$ cat src/rtl/zeroheti_apb_mtimer.sv
// zeroheti_apb_mtimer: RISC-V machine timer (64-bit mtime, prescaler, mtimecmp) on an APB4 subordinate port
module zeroheti_apb_mtimer #(
  parameter int PRESC_WIDTH = 8,
  parameter bit IRQ_LATCHED = 1'b0
) (
  input  logic        clk,
  input  logic        rst_n,
  input  logic        psel,
  input  logic        penable,
  input  logic        pwrite,
  input  logic [31:0] paddr,
  input  logic [31:0] pwdata,
  input  logic [3:0]  pstrb,
  output logic [31:0] prdata,
  output logic        pready,
  output logic        pslverr,
  output logic        timer_irq,
  output logic [63:0] mtime
);
  logic                   access, err, wr, rd, tick, cmp_hit, en, en_nxt, irq_nxt, unused;
  logic [2:0]             idx;
  logic [31:0]            hi_shadow, ctrl_r, ctrl_w;
  logic [63:0]            cmp, mtime_nxt, cmp_nxt;
  logic [PRESC_WIDTH-1:0] presc, presc_cnt, presc_nxt, cnt_nxt;

  function automatic logic [31:0] merge(input logic [31:0] o, input logic [31:0] n, input logic [3:0] s);
    for (int i = 0; i < 4; i++) merge[8*i +: 8] = s[i] ? n[8*i +: 8] : o[8*i +: 8];
  endfunction

  assign access  = psel & penable;
  assign err     = access & ((paddr[4:0] > 5'h10) | (paddr[1:0] != 2'b00));
  assign wr      = access & ~err & pwrite;
  assign rd      = access & ~err & ~pwrite;
  assign idx     = paddr[4:2];
  assign pready  = 1'b1;
  assign pslverr = err;
  assign ctrl_r  = 32'({presc, 7'b0, en});
  assign ctrl_w  = merge(ctrl_r, pwdata, pstrb);
  assign tick    = en & (presc_cnt == presc);
  assign cmp_hit = mtime >= cmp;
  assign unused  = ^{paddr[31:5], ctrl_w};

  // Read mux: only a valid ACCESS-phase read drives data, everything else reads zero
  always_comb begin
    prdata = !rd           ? 32'h0 :
             idx == 3'd0   ? mtime[31:0] :
             idx == 3'd1   ? hi_shadow :
             idx == 3'd2   ? cmp[31:0] :
             idx == 3'd3   ? cmp[63:32] : ctrl_r;
  end

  // Next-state: bus writes take priority over counting; a timer write restarts the prescaler
  always_comb begin
    mtime_nxt = (wr && idx == 3'd0) ? {mtime[63:32], merge(mtime[31:0], pwdata, pstrb)} :
                (wr && idx == 3'd1) ? {merge(mtime[63:32], pwdata, pstrb), mtime[31:0]} :
                tick                ? mtime + 64'd1 : mtime;
    cmp_nxt   = (wr && idx == 3'd2) ? {cmp[63:32], merge(cmp[31:0], pwdata, pstrb)} :
                (wr && idx == 3'd3) ? {merge(cmp[63:32], pwdata, pstrb), cmp[31:0]} : cmp;
    cnt_nxt   = (wr && (idx == 3'd0 || idx == 3'd1 || idx == 3'd4)) ? '0 :
                tick ? '0 : en ? presc_cnt + PRESC_WIDTH'(1) : presc_cnt;
    en_nxt    = (wr && idx == 3'd4) ? ctrl_w[0] : en;
    presc_nxt = (wr && idx == 3'd4) ? ctrl_w[8 +: PRESC_WIDTH] : presc;
    irq_nxt   = IRQ_LATCHED ? ((wr && idx <= 3'd3) ? 1'b0 : (cmp_hit | timer_irq)) : cmp_hit;
  end

  // State registers, asynchronously cleared; LO reads snapshot the upper word for tear-free HI reads
  always_ff @(posedge clk or negedge rst_n) begin
    if (!rst_n) begin
      mtime     <= '0;
      cmp       <= '1;
      en        <= 1'b0;
      presc     <= '0;
      presc_cnt <= '0;
      hi_shadow <= '0;
      timer_irq <= 1'b0;
    end else begin
      mtime     <= mtime_nxt;
      cmp       <= cmp_nxt;
      en        <= en_nxt;
      presc     <= presc_nxt;
      presc_cnt <= cnt_nxt;
      hi_shadow <= (rd && idx == 3'd0) ? mtime[63:32] : hi_shadow;
      timer_irq <= irq_nxt;
    end
  end
endmodule

$ cat config.mk
export PLATFORM = sky130hd
export DESIGN_NAME = zeroheti_apb_mtimer
export DESIGN_NICKNAME = d
export VERILOG_FILES = /design/src/rtl/zeroheti_apb_mtimer.sv
export SDC_FILE = /design/constraint.sdc
export NUM_CORES = 1
export LEC_CHECK = 0
export CAP_MARGIN = 20
export CELL_PAD_IN_SITES_DETAIL_PLACEMENT = 0
export CELL_PAD_IN_SITES_GLOBAL_PLACEMENT = 1
export CORE_MARGIN = 3
export CORE_UTILIZATION = 45
export DETAILED_ROUTE_END_ITERATION = 16
export GPL_TIMING_DRIVEN = 0
export HOLD_SLACK_MARGIN = 0.12
export PLACE_DENSITY = 0.95
export REMOVE_ABC_BUFFERS = 1
export SLEW_MARGIN = 20
export SYNTH_ARGS = -nofsm -noshare
export SYNTH_HDL_FRONTEND = slang
export SYNTH_SLANG_ARGS = --single-unit
export TNS_END_PERCENT = 1
$ cat constraint.sdc
create_clock -name clk -period 3.5 [get_ports clk]
set_input_delay 0.35 -clock clk [delete_from_list [all_inputs] [get_ports clk]]
set_output_delay 0.35 -clock clk [all_outputs]
set_load 0.01 [all_outputs]
== Word-level counts from Yosys, hierarchy flattened ==
Index checks and enable logic that the tools add are counted.

* Register bits: 178
* Latch bits: 0
* RAM bits: 0
* Bits in read-only memories: 0
* Output and inout port bits: 99
* Word-level logic and storage cells: 98
* Memories kept: 0

* Add/sub/neg operators: 2
* Multiply operators: 0
* Divide/modulo/power cells: 0
* Order comparisons: 2
* Equal/unequal tests: 14
* Shifts and indexed selects: 0
* Multiplexer cells: 16
* Bitwise operators: 11
* Reductions and logical operators: 32

{| class="wikitable"
|+ Operators by type and width
! operator !! number
|-
| 32-bit two-way mux || 7
|-
| 64-bit two-way mux || 2
|-
| 64-bit by 1-bit adder with 64-bit output (second input constant) || 1
|-
| 64-bit >= comparator || 1
|-
| 8-bit two-way mux || 7
|-
| 3-bit AND reduction || 12
|-
| 2-bit inequality test (second input constant) || 9
|-
| 2-bit AND reduction || 6
|-
| 8-bit by 1-bit adder with 8-bit output (second input constant) || 1
|-
| 8-bit == test || 1
|-
| 1-bit logical AND || 7
|-
| 1-bit bitwise AND || 6
|-
| 3-bit by 2-bit == test with 1-bit output (second input constant) || 2
|-
| 2-bit nonzero test || 3
|-
| 5-bit greater-than comparator (second input constant) || 1
|-
| 1-bit NOT || 4
|-
| 3-bit by 1-bit == test with 1-bit output (second input constant) || 1
|-
| 3-bit == test (second input constant) || 1
|-
| 3-bit logical NOT || 1
|-
| 3-bit nonzero test || 1
|-
| 1-bit logical OR || 2
|-
| 1-bit bitwise OR || 1
|}

== Depth between registers and ports, before layout ==
* Word-level depth: 9
* Depth in mapped cells: 10
* Depth with buffers taken out: 8

== Worst setup path after synthesis ==
OpenSTA, ideal clock, no wires.

* Kind: in2out
* From: input port paddr[2]
* To: output port prdata[7]
* Arrival: 2.120 ns
* Required time: 3.150 ns
* Slack: 1.030 ns
* Cell stages on the path: 7
* Cell sequence: buf_1 > clkbuf_1 > buf_2 > mux2i_1 > nor2_1 > a221oi_1 > nor2_1

* Cells in the longest elaborated chain, start to end: 7
* Elaborated cells between the ends (all ways): 15
* Those cells by class: order compare: 1; eq/ne: 3; mux: 5; bitwise: 5; reduce/logical: 1

{| class="wikitable"
|+ RTL lines
! what !! RTL line !! source
|-
| start: declaration || 11 || <nowiki>input logic [31:0] paddr,</nowiki>
|-
| 5-bit greater-than comparator || 31 || <nowiki>assign err = access & ((paddr[4:0] > 5'h10) | (paddr[1:0] != 2'b00));</nowiki>
|-
| 1-bit bitwise OR || 31 ||
|-
| 1-bit bitwise AND || 31 ||
|-
| 1-bit NOT || 33 || <nowiki>assign rd = access & ~err & ~pwrite;</nowiki>
|-
| 1-bit bitwise AND (2 in a row) || 33 ||
|-
| 32-bit two-way mux (*) || 45 || <nowiki>prdata = !rd ? 32'h0 :</nowiki>
|-
| end: declaration || 14 || <nowiki>output logic [31:0] prdata,</nowiki>
|}

Mark *: on every way between the ends. The rest lies on a longest branch, timed or not.

== Final worst setup path ==
* From: register mtime[2]
* To: register mtime[41]

* Cells in the longest elaborated chain, start to end: 3

{| class="wikitable"
|+ RTL lines
! what !! RTL line !! source
|-
| start: declaration || 18 || <nowiki>output logic [63:0] mtime</nowiki>
|-
| start signal: assignment || 77 || <nowiki>mtime <= mtime_nxt;</nowiki>
|-
| 64-bit by 1-bit adder with 64-bit output || 56 || <nowiki>tick ? mtime + 64'd1 : mtime;</nowiki>
|-
| 64-bit two-way mux || 56 ||
|-
| 64-bit two-way mux || 55 || <nowiki>(wr && idx == 3'd1) ? {merge(mtime[63:32], pwdata, pstrb), mtime[31:0]} :</nowiki>
|}

Every way passes these cells. The select of a mux whose other input is x is not followed.
A chain may end at the register's enable or synchronous reset.

==> impl_metrics.py <==
metrics = {
    "yosys": {
        "asyncSetResetFlopFracSynth_pct": 100,
        "ys.flop_type": "dfrtp_1",
        "synth_edf_count": 0,
        "synth_seq_area_share_pct": 39.0,
        "synth_area_per_cell_um2": 9.11,
        "ys_warn_count": 0,
        "netlist_area_um2": 11600,
        "postSynthRegisterBits": 178,
        "syn_inst": 1277,
        "yosysUniqueCellTypes": 67,
    },
    "routing": {
        "via_count": 10944,
        "avgRoutedWirePerCell_um": 22.5,
        "count_of_routing_violations_after_the_opening_detailed_route_iteration": 1021,
        "post-route-drc-count": 0,
        "viasPerCell": 6.30,
        "postRouteWirelength_um": 39100,
        "final_antenna_net_count": 0,
        "drt_pass1_iterations": 7,
    },
    "placed_design": {
        "placer_congestion_estimate": 0.923,
        "pre_cts_slack_ns": -0.341,
        "detailedPlacementHpwl_um": 28900,
        "place.port_buffers": 143,
    },
    "timing": {
        "timing_worst_slew_pin_value_ns": 1.15,
        "pins_over_slew_limit": 0,
        "layout_min_cycle_time_ns": 3.38,
        "timing.final.hold_violations": 0,
        "rsz0062_at_grt": "false",
        "hold_ws_ns": 0.363,
        "setup_viol": 0,
        "post-route-period-util_pct": 96.6,
        "final.setup_skew_ns": 0.0115,
        "max_freq_mhz": 296,
        "timing.final.ws_setup_ns": 0.117,
        "slew_headroom_pct": 22.5,
    },
    "clock_tree": {
        "clock_tree.htree_level_count": 4,
        "cts_sinks": 178,
        "worst_skew_pair.late_latency_ns": 0.44,
        "cts_tree": "yes",
        "cts_made_buffers": 17,
        "path_clk_slew_ns": 0.07,
        "clock-root-buffer": "clkbuf_16",
        "post_cts.repair.setup_buffers": 0,
        "cts_max_path_buffers": 2,
    },
    "die": {
        "area_of_the_die_um2": 27800,
        "die_outline_width_um": 167,
        "initial_utilization_pct": 46.0,
        "placement_rows": 58,
        "die_height_um": 167,
        "core_area_um2": 25300,
        "io_pins": 172,
    },
    "critical_path": {
        "worst_path_dominant_cell_family": "simple AND/OR/NAND/NOR gates",
        "max_stage_delay_ns": 0.75,
        "crit_chain": "nand4_2, or3_1, nor4_1, nor3b_1, a31oi_1, o22a_1",
        "critical_path_buf_inv_count": 0,
        "crit_required_ns": 3.83,
        "crit_type": "flip-flop to flip-flop",
        "reg2regPathDepth": 6,
        "regToRegEndpoint": "mtime[41]",
        "worst_setup_path_start_kind": "flip-flop",
        "worst_ep_arrival_time_ns": 3.71,
        "critPathMaxFanout": 9,
        "cp-end-kind": "flip-flop",
        "critPathSlowestCell": "nor3b_1",
        "reg_to_reg_setup_timing_slack_ns": 0.12,
        "regToRegStartpoint": "mtime[2]",
    },
    "finish": {
        "area_delta_synth_final_pct": 21.9,
        "insertedDiodeCount": 0,
        "final_nets": 1534,
        "layout_common_cells": "139 x clkdlybuf4s50_1, 116 x o21ai_0, 114 x dfrtp_1",
        "layout_commonest_cell": "clkdlybuf4s50_1",
        "layout.filler_cells": 2250,
        "layout-drive-gt1-share_pct": 16.0,
    },
    "global_routing": {
        "via_count_of_the_first_global_routing_pass": 10702,
        "number_of_antenna_violations_at_the_first_check_in_global_routing": 0,
        "grt_start_max_net_pins": 74,
        "grtUsageTotal_pct": 27.7,
        "wire_length_of_the_first_global_routing_pass_um": 60900,
        "grt_remaining_overflow": 0,
    },
    "outcome": {
        "result_of_the_run": "finished, final reports clean",
    },
    "job": {
        "max-cap-violations": 0,
    },
    "power_and_ir_drop": {
        "power-per-cell-area_nw_per_um2": 352,
        "max-vdd-ir-drop_mv": 0.238,
        "leakage_uw": 0.00582,
    },
    "min_path": {
        "hold_path_class": "primary input to async pin",
    },
}
[logic make-up (layout without fill, tap and decap cells)]
kind of cell    count (synthesis)  count (layout)  synth area share [%]
fa+ha+maj                      66              66                  7.10
xor+xnor                       10              10                 0.753
mux                           114             114                  11.8
simple gates                  418             418                  17.9
compound gates                344             344                  18.5
buf+inv                       146             277                  4.89
flops                         178             178                  39.0
other cells                     1               1                0.0323
[per-layer routing]
metal / vias up / global-route usage, % / share of wire, %
met3: 102 / 5.29 / 7.2
met5: - / 0 / 0
met2: 495 / 45.0 / 47
met4: 0 / 12.3 / 4.2
li1: 4963 / - / -
met1: 5384 / 36.2 / 42
[cell usage after synthesis (11+ instances only)]
cell type  count  area share (%)
mux2i_1       29             2.5
a31oi_1       11            0.59
dfrtp_1      114              25
mux4_2        11             2.1
inv_1         80             2.6
nor2_1       111             3.6
clkbuf_1      47             1.5
and4_1        11            0.83
nand2_1      108             3.5
a21oi_1       84             3.6
mux2_2        74             7.2
and2_1        17            0.91
o21ai_0      117             5.0
and3_1        20             1.1
nor4_1        25             1.3
dfstp_2       64              14
nand4_1       32             1.7
ha_1          66             7.1
nand3_1       35             1.5
nor3_1        24             1.0
buf_2         12            0.52
a221oi_1      24             1.8
[sequential cells by signal (all words and copies together) (netlist names)]
| signal | count |
|---|---|
| presc_cnt | 8 |
| mtime | 64 |
| presc | 8 |
| cmp | 64 |
| timer_irq | 1 |
| hi_shadow | 32 |
| en | 1 |
[where the power goes]
group	switching [uW]	internal [uW]
clock	834	1160
sequential	120	2180
combinational	388	305
total	1340	3650
[stage by stage]
stage | area, um^2 | utilization, % | power, uW | setup TNS [ns] | std cells
floorplan | 11400 | - | 2660 | -37.46 | 1211
global placement | 13200 | 52.3 | 2980 | -1580.44 | 1684
detailed placement | 13500 | 53.6 | 3020 | -10.02 | 1705
CTS | 14200 | 56.0 | 5010 | 0 | 1738
global route | 14200 | 56.1 | 5180 | 0 | 1738
finish | 14200 | 56.1 | 4990 | 0 | 1738
[area by class of cell]
class	count	area [um^2]	share of cell area [%]
well taps	330	413	2.91
inverters	80	300	2.12
clock inverters	8	128	0.901
flip-flops and latches	178	4530	32.0
repair buffers	165	1740	12.3
multi-input cells	953	6590	46.5
clock buffers	24	472	3.33
[how the worst max path moves through the flow]
stage / cells past startpoint / start / slack [ns] / end
2_1_floorplan: 5 / paddr[3] / -0.94 / mtime[3]
3_3_place_gp: 6 / paddr[2] / -7.08 / mtime[22]
3_5_place_dp: 8 / paddr[2] / -0.34 / mtime[2]
4_1_cts: 8 / paddr[2] / 0.13 / mtime[2]
5_1_grt: 9 / paddr[2] / 0.03 / mtime[8]
6_report: 6 / mtime[2] / 0.12 / mtime[41]
[timing repair]
item | in CTS | in global routing
setup endpoints to repair | 0 | 24
hold buffers | 1 | 0
hold endpoints to repair | 33 | 0
gates resized for setup | 0 | 4
Power figures use the tool's default switching activity.
